--- src/rtl/pipeline_ctrl_pkg.sv ---
// Shared encodings for the pipeline sequencing controller.
// Holds the FSM state type, the MIPS register-field width and the zero-register constant.
package pipeline_ctrl_pkg;

  localparam int REG_ADDR_W = 5;
  localparam int OPCODE_W   = 6;
  localparam int FUNCT_W    = 6;

  localparam logic [REG_ADDR_W-1:0] REG_ZERO = 5'd0;

  typedef enum logic [1:0] {
    ST_INIT     = 2'd0,
    ST_RUN      = 2'd1,
    ST_MEM_WAIT = 2'd2
  } ctrl_state_t;

endpackage

--- src/rtl/load_use_detect.sv ---
// Combinational load-use hazard detector.
// Flags when a load in ID/EX writes a register that the IF/ID instruction reads.
module load_use_detect
  import pipeline_ctrl_pkg::*;
(
  input  logic [REG_ADDR_W-1:0] id_rs,
  input  logic [REG_ADDR_W-1:0] id_rt,
  input  logic                  id_uses_rt,
  input  logic                  ex_memread,
  input  logic [REG_ADDR_W-1:0] ex_rt,
  output logic                  hazard
);

  // $zero never carries a real dependency, so a load targeting it is ignored
  always_comb begin
    hazard = ex_memread && (ex_rt != REG_ZERO) &&
             ((ex_rt == id_rs) || (id_uses_rt && (ex_rt == id_rt)));
  end

endmodule

--- src/rtl/pipeline_hazard_ctrl.sv ---
// Sequencing controller for the 5-stage pipeline: post-reset fill, load-use stalls,
// taken-branch flushes and data-memory wait states, driving PC and latch enables/clears.
module pipeline_hazard_ctrl
  import pipeline_ctrl_pkg::*;
#(
  parameter int INIT_CYCLES = 4,
  parameter int WAIT_MAX    = 255,
  parameter int CNT_W       = 16
) (
  input  logic                  clk,
  input  logic                  rst,
  input  logic [REG_ADDR_W-1:0] id_rs,
  input  logic [REG_ADDR_W-1:0] id_rt,
  input  logic                  id_uses_rt,
  input  logic                  ex_memread,
  input  logic [REG_ADDR_W-1:0] ex_rt,
  input  logic                  mem_branch_taken,
  input  logic                  mem_req,
  input  logic                  mem_ready,
  output logic                  pc_write,
  output logic                  if_id_write,
  output logic                  if_id_flush,
  output logic                  id_ex_flush,
  output logic                  ex_mem_flush,
  output logic                  pipe_hold,
  output logic                  mem_timeout,
  output logic [CNT_W-1:0]      stall_count
);

  localparam int INIT_W = (INIT_CYCLES > 1) ? $clog2(INIT_CYCLES) : 1;
  localparam int WAIT_W = $clog2(WAIT_MAX + 1);

  localparam logic [INIT_W-1:0] INIT_LAST  = INIT_W'(INIT_CYCLES - 1);
  localparam logic [WAIT_W-1:0] WAIT_LIMIT = WAIT_W'(WAIT_MAX);
  localparam logic [WAIT_W-1:0] WAIT_ONE   = WAIT_W'(1);
  localparam logic [CNT_W-1:0]  CNT_SAT    = '1;

  ctrl_state_t       state_q, state_d;
  logic [INIT_W-1:0] init_cnt_q, init_cnt_d;
  logic [WAIT_W-1:0] wait_cnt_q, wait_cnt_d;
  logic              timeout_set;
  logic              load_use;
  logic              mem_stall;

  load_use_detect u_load_use_detect (
    .id_rs      (id_rs),
    .id_rt      (id_rt),
    .id_uses_rt (id_uses_rt),
    .ex_memread (ex_memread),
    .ex_rt      (ex_rt),
    .hazard     (load_use)
  );

  // An outstanding access stalls in RUN only when requested; in MEM_WAIT it stalls until ready
  always_comb begin
    mem_stall = !mem_ready &&
                ((state_q == ST_MEM_WAIT) || ((state_q == ST_RUN) && mem_req));
  end

  always_comb begin
    pc_write     = 1'b1;
    if_id_write  = 1'b1;
    if_id_flush  = 1'b0;
    id_ex_flush  = 1'b0;
    ex_mem_flush = 1'b0;
    pipe_hold    = 1'b0;
    state_d      = state_q;
    init_cnt_d   = init_cnt_q;
    wait_cnt_d   = wait_cnt_q;
    timeout_set  = 1'b0;

    case (state_q)
      ST_INIT: begin
        pc_write     = 1'b0;
        if_id_write  = 1'b0;
        if_id_flush  = 1'b1;
        id_ex_flush  = 1'b1;
        ex_mem_flush = 1'b1;
        init_cnt_d   = init_cnt_q + 1'b1;
        if (init_cnt_q == INIT_LAST) begin
          state_d    = ST_RUN;
          init_cnt_d = '0;
        end
      end

      ST_RUN, ST_MEM_WAIT: begin
        if (mem_stall) begin
          pc_write    = 1'b0;
          if_id_write = 1'b0;
          pipe_hold   = 1'b1;
          state_d     = ST_MEM_WAIT;
          if (state_q == ST_RUN) begin
            wait_cnt_d = WAIT_ONE;
          end else if (wait_cnt_q != WAIT_LIMIT) begin
            wait_cnt_d = wait_cnt_q + 1'b1;
          end
          timeout_set = (wait_cnt_d == WAIT_LIMIT);
        end else begin
          // Release cycle of a wait behaves exactly like RUN, so a queued branch or hazard acts now
          state_d    = ST_RUN;
          wait_cnt_d = '0;
          if (mem_branch_taken) begin
            if_id_flush  = 1'b1;
            id_ex_flush  = 1'b1;
            ex_mem_flush = 1'b1;
          end else if (load_use) begin
            pc_write    = 1'b0;
            if_id_write = 1'b0;
            id_ex_flush = 1'b1;
          end
        end
      end

      default: begin
        pc_write     = 1'b0;
        if_id_write  = 1'b0;
        if_id_flush  = 1'b1;
        id_ex_flush  = 1'b1;
        ex_mem_flush = 1'b1;
        state_d      = ST_INIT;
        init_cnt_d   = '0;
        wait_cnt_d   = '0;
      end
    endcase
  end

  // Reset drops any pending wait; the memory side is expected to tolerate the lost request
  always_ff @(posedge clk) begin
    if (rst) begin
      state_q     <= ST_INIT;
      init_cnt_q  <= '0;
      wait_cnt_q  <= '0;
      mem_timeout <= 1'b0;
      stall_count <= '0;
    end else begin
      state_q    <= state_d;
      init_cnt_q <= init_cnt_d;
      wait_cnt_q <= wait_cnt_d;
      if (timeout_set) begin
        mem_timeout <= 1'b1;
      end
      if ((state_q != ST_INIT) && !pc_write && (stall_count != CNT_SAT)) begin
        stall_count <= stall_count + 1'b1;
      end
    end
  end

endmodule

--- config.mk ---
export PLATFORM = sky130hd
export DESIGN_NAME = pipeline_hazard_ctrl
export DESIGN_NICKNAME = d
export VERILOG_FILES = /design/src/rtl/pipeline_ctrl_pkg.sv /design/src/rtl/load_use_detect.sv /design/src/rtl/pipeline_hazard_ctrl.sv
export SDC_FILE = /design/constraint.sdc
export NUM_CORES = 1
export LEC_CHECK = 0
export CAP_MARGIN = 25
export CORE_UTILIZATION = 30
export CTS_CLUSTER_DIAMETER = 40
export DETAILED_ROUTE_END_ITERATION = 8
export SYNTH_ARGS = -nofsm -noshare
export SYNTH_HDL_FRONTEND = slang
export SYNTH_SLANG_ARGS = --single-unit
--- constraint.sdc ---
create_clock -name clk -period 3.2 [get_ports clk]
set_input_delay 0.48 -clock clk [delete_from_list [all_inputs] [get_ports clk]]
set_output_delay 0.48 -clock clk [all_outputs]
set_load 0.01 [all_outputs]
* Yosys cells after proc, flatten, opt, wreduce, memory -nomap -nowiden
Cells that the tools add are included.
** Storage, ports and cells
- Register bits :: 29
- Output and inout port bits :: 23
- Logic and storage cells :: 58
** Cells by class
- $add $sub $neg :: 3
- Equal/unequal tests :: 9
- Mux-type cells :: 26
- Reduce and logical (&&, ||, !) cells :: 15
** Operator list (count)
- $mux W8 :: 5
- $add A16 B1 Y16 const B :: 1
- $ne A16 B16 Y1 const B :: 1
- $pmux W8 S2 :: 1
- $mux W1 :: 15
- $eq A5 B5 Y1 :: 2
- $add A8 B1 Y8 const B :: 1
- $eq A8 B8 Y1 const B :: 1
- $ne A8 B8 Y1 const B :: 1
- $pmux W2 S2 :: 2
- $logic_and A1 B1 Y1 :: 7
- $mux W2 :: 3
- $reduce_bool A5 Y1 :: 1
- $eq A2 B2 Y1 const B :: 2
- $add A2 B1 Y2 const B :: 1
- $eq A2 B1 Y1 const B :: 1
- $logic_not A1 Y1 :: 2
- $logic_not A2 Y1 :: 1
- $logic_or A1 B1 Y1 :: 2
- $ne A2 B2 Y1 const B :: 1
- $reduce_bool A2 Y1 :: 1
- $reduce_or A2 Y1 :: 1

* Longest topological paths before layout
- Depth after elaboration :: 11
- Depth in mapped cells :: 9
- Mapped depth without buffers :: 7

* Hierarchy
A second synthesis with hierarchy kept.
** Unflattened totals
- Cell total of the unflattened synthesis :: 230
- Area, all modules :: 1818.0 um2
** By module, submodules not included
- pipeline_hazard_ctrl :: times used 1, cells an instance 213, area each 1685.4 um2, sequential area each 580.6 um2
- load_use_detect :: times used 1, cells an instance 17, area each 132.6 um2, sequential area each 0.0 um2

* Worst setup path before layout
No wires, ideal clock.
- Kind :: reg-to-reg
- From :: register stall_count[0]
- To :: register stall_count[5]
- Setup time :: 0.071 ns
- Data arrival time :: 2.247 ns
- Required time :: 3.129 ns
- Slack :: 0.883 ns
- Cell stages (with the launch flop) :: 9
- Path buffers :: 1
- Period minus slack after synthesis :: 2.317 ns
- Path through :: dfxtp_1 ha_1 and3_1 and4_4 or4_1 a2bb2oi_2 buf_6 or4_1 a21oi_1
** Between the ends
- Longest elaborated chain between the ends :: 2
** Ends and longest elaborated chain
- start, declared :: RTL line pipeline_hazard_ctrl.sv:27 : output logic [CNT_W-1:0] stall_count
- start signal, assigned :: RTL line pipeline_hazard_ctrl.sv:143 : stall_count <= stall_count + 1'b1;
- parallel branches: the longest is 2 deep, another holds $add A16 B1 Y16
Several ways; the timed one is not identified.
A chain may end at the register's enable or synchronous reset.

* Worst setup path in the final report
- From :: input port ex_rt[4]
- To :: output port id_ex_flush
** Between the ends
- Longest elaborated chain between the ends :: 8
** Ends and longest elaborated chain
- start, declared :: RTL line pipeline_hazard_ctrl.sv:16 : input logic [REG_ADDR_W-1:0] ex_rt,
- $eq A5 B5 Y1 :: RTL line load_use_detect.sv:17 : ((ex_rt == id_rs) || (id_uses_rt && (ex_rt == id_rt)));
- $logic_and A1 B1 Y1 :: RTL line load_use_detect.sv:17
- $logic_or A1 B1 Y1 :: RTL line load_use_detect.sv:17
- $logic_and A1 B1 Y1 (*) :: RTL line load_use_detect.sv:16 : hazard = ex_memread && (ex_rt != REG_ZERO) &&
- $mux W1 (*) :: RTL line pipeline_hazard_ctrl.sv:106 : end else if (load_use) begin
- $mux W1 (*) :: RTL line pipeline_hazard_ctrl.sv:102 : if (mem_branch_taken) begin
- $mux W1 (*) :: RTL line pipeline_hazard_ctrl.sv:87 : if (mem_stall) begin
- $mux W1 (*) :: RTL line pipeline_hazard_ctrl.sv:72 : case (state_q)
- end, declared :: RTL line pipeline_hazard_ctrl.sv:23 : output logic id_ex_flush,
Mark *: on every way between the ends. The rest lies on a longest branch, timed or not.

==> impl_metrics.json <==
{
  "dp_hpwl_um": 3130,
  "cp_max_fo": 3,
  "syn_area_per_cell_um2": 7.68,
  "ioPinCount": 45,
  "rows": 27,
  "holdCritPathClass": "flop to flop",
  "worst-path-stages": 8,
  "powerDensity_nw_per_um2": 393,
  "timing.rr.end": "stall_count[3]",
  "fp.coreArea_um2": 5570,
  "yosysWarnings": 0,
  "area_growth_pct": 34.8,
  "cts-root-buf": "clkbuf_8",
  "yosysMostFrequentCell": "a21oi_1",
  "hold_ws_ns": 0.487,
  "pre_cts_ws_ns": 0.192,
  "ys_seq_area_share_pct": 32.9,
  "cts_tree": "yes",
  "clock_latency_ns": 0.28,
  "via_per_inst": 5.19,
  "r2r.worst_path.cells": 9,
  "start_util_pct": 31.7,
  "cp-start-kind": "input pin",
  "end_kind": "output pin",
  "htreeDepth": 2,
  "slowest_stage": "clkdlybuf4s50_1",
  "syn_nets": 259,
  "worst_slack_ns": 0.211,
  "crit_start": "ex_rt[4]",
  "syn-cell-area_um2": 1770,
  "synth.largest_area_cell": "dfxtp_1",
  "period_share_pct": 93.4,
  "ys_ff_latch": 29,
  "yosysUniqueCellTypes": 38,
  "layout.area.seq_um2": 581,
  "fin_cells": 346,
  "rsz0062_at_grt": "false",
  "p_leak_nw": 0.827,
  "crit_buf_inv": 2,
  "setup_tns_ns": 0,
  "criticalPathCategory": "input pin to output pin",
  "drive_gt1_share_pct": 6.57,
  "synth_top_area_share_pct": 32.9,
  "cp_top_family": "buffers and inverters",
  "hold_violations": 0,
  "grt_overflow": 0,
  "drv_slew": 0,
  "grt_pass1_wl_um": 7380,
  "final_antenna_net_count": 0,
  "first_iter_violations": 77,
  "place_inst": 338,
  "antenna_found_initial": 0,
  "cap_violations": 0,
  "die_width_um": 78.7,
  "drt-total-wl_um": 4350,
  "synthArstFlopShare_pct": 0,
  "fmaxAchievable_mhz": 335,
  "num_vias": 1797,
  "worstPathArrival_ns": 2.51,
  "postCtsSetupBuffers": 0,
  "worstSetupEndpoint": "id_ex_flush",
  "status": "complete, no violations",
  "min_period_ns": 2.99,
  "slowest_delay_ns": 0.55,
  "multiInputGateArea_um2": 1090,
  "grt_usage_pct": 14.9,
  "io_buffers": 44,
  "clock_path_buffers": 2,
  "dieArea_um2": 6200,
  "diodes": 0,
  "synth_ff_type": "dfxtp_1",
  "ir_drop_mv": 0.169,
  "syn_inst": 230,
  "fin_skew_ns": 0.00790,
  "final_nets": 302,
  "first_pass_iters": 4,
  "synth_commonest_cells": "a21oi_1, dfxtp_1, nor2_1",
  "required_ns": 2.72,
  "r2r_start": "stall_count[0]",
  "clock-sinks": 29,
  "die_y_um": 78.7,
  "place_congestion": 0.748,
  "first_global_vias": 1636,
  "cts-buffers-inserted": 5,
  "grt_max_degree": 28,
  "crit_chain": "clkdlybuf4s50_1 > xor2_1 > nor4_2 > a32oi_1 > nor2_1 > nor2_1 > o21ai_0 > clkdlybuf4s50_1",
  "ff2ff_setup_slack_ns": 0.67,
  "slew_headroom_pct": 68.2,
  "worst_slew_pin_slew_ns": 0.472,
  "route.detailed.drc": 0,
  "synth_area_leaders": "dfxtp_1, a21oi_1, xor2_1, nor2_1, ha_1",
  "setup_viol": 0,
  "fillers": 583,
  "wl_per_cell_um": 12.6,
  "synth_edf_count": 0,
  "path_clk_slew_ns": 0.07
}
[report_power, final]
part	switching, mW	total, mW	internal (mW)	leakage, nW
combinational	0.130	0.244	0.114	0.549
clock	0.145	0.294	0.150	0.0439
sequential	0.0178	0.397	0.379	0.234
[cell usage in the layout, fill, tap and decap left out, drive strengths merged, types with 2 or more instances in the layout]
master,netlist,final
and3,6,6
clkinv,0,2
a21oi,31,31
nand3,8,8
mux2i,3,3
dfxtp,29,29
and4,5,5
nor2,24,24
or3,8,8
inv,10,10
xnor2,2,2
o21ai,16,16
buf,6,5
nand4,3,3
clkbuf,7,5
ha,7,7
nand2b,2,2
xor2,11,11
nand2,17,17
clkdlybuf4s50,0,44
nor3,9,9
or4,8,8
o31ai,6,6
[flip-flops by register name (all words and copies together), names as in the netlist]
| name | flops |
|---|---|
| stall_count | 16 |
| wait_cnt_q | 8 |
| mem_timeout | 1 |
| init_cnt_q | 2 |
| state_q | 2 |
[worst min-delay path by stage]
| stage | from | end | slack (ns) | cells after the start |
|---|---|---|---|---|
| floorplan | init_cnt_q[1] | init_cnt_q[1] | 0.46 | 2 |
| global placement | mem_timeout | mem_timeout | 0.47 | 2 |
| detailed placement | stall_count[13] | stall_count[13] | 0.48 | 2 |
| CTS | stall_count[13] | stall_count[13] | 0.49 | 2 |
| global route | stall_count[15] | stall_count[15] | 0.52 | 2 |
| finish | stall_count[13] | stall_count[13] | 0.49 | 2 |
[through the flow]
| step | util, % | power, mW | instance area, um2 |
|---|---|---|---|
| after global placement | 40.5 | 0.639 | 2260 |
| after detailed placement | 41.0 | 0.648 | 2290 |
| after global routing | 42.7 | 0.996 | 2380 |
| final | 42.7 | 0.935 | 2380 |
| after floorplan | - | 0.560 | 1770 |
| after CTS | 42.6 | 0.949 | 2370 |
[worst min-delay path, cell delays in order, from the launching register on]
cell     delay [ns]
dfxtp_1        0.32
o31ai_1        0.06
a21oi_1        0.05
[layout make-up]
type	count	area share, %
multi-input cells	178	45.7
repair buffers	49	20.9
inverters	10	1.58
flip-flops and latches	29	24.4
clock inverters	3	0.736
clock buffers	5	2.89
well taps	72	3.79
[kinds of logic after synthesis]
| kind of cell | after synthesis | share of synthesized area, % |
|---|---|---|
| mux | 3 | 1.70 |
| buf+inv | 23 | 5.88 |
| flops | 29 | 32.9 |
| simple gates | 94 | 28.2 |
| compound gates | 61 | 19.9 |
| fa+ha+maj | 7 | 4.96 |
| xor+xnor | 13 | 6.45 |
[routing by layer]
layer  vias up  part of all wire (%)  GRT usage, %
li1        913                     -             -
met1       828                    49          19.4
met2        50                    43          23.4
met3         6                   6.5          4.14
met4         0                   1.7          5.56
met5         -                     0             0
[repair_timing]
item                                    4_1_cts  5_1_grt
endpoints found under the setup margin        0        1
hold buffers                                  0        0
resized for setup                             0        1
Power figures use the tool's default switching activity.
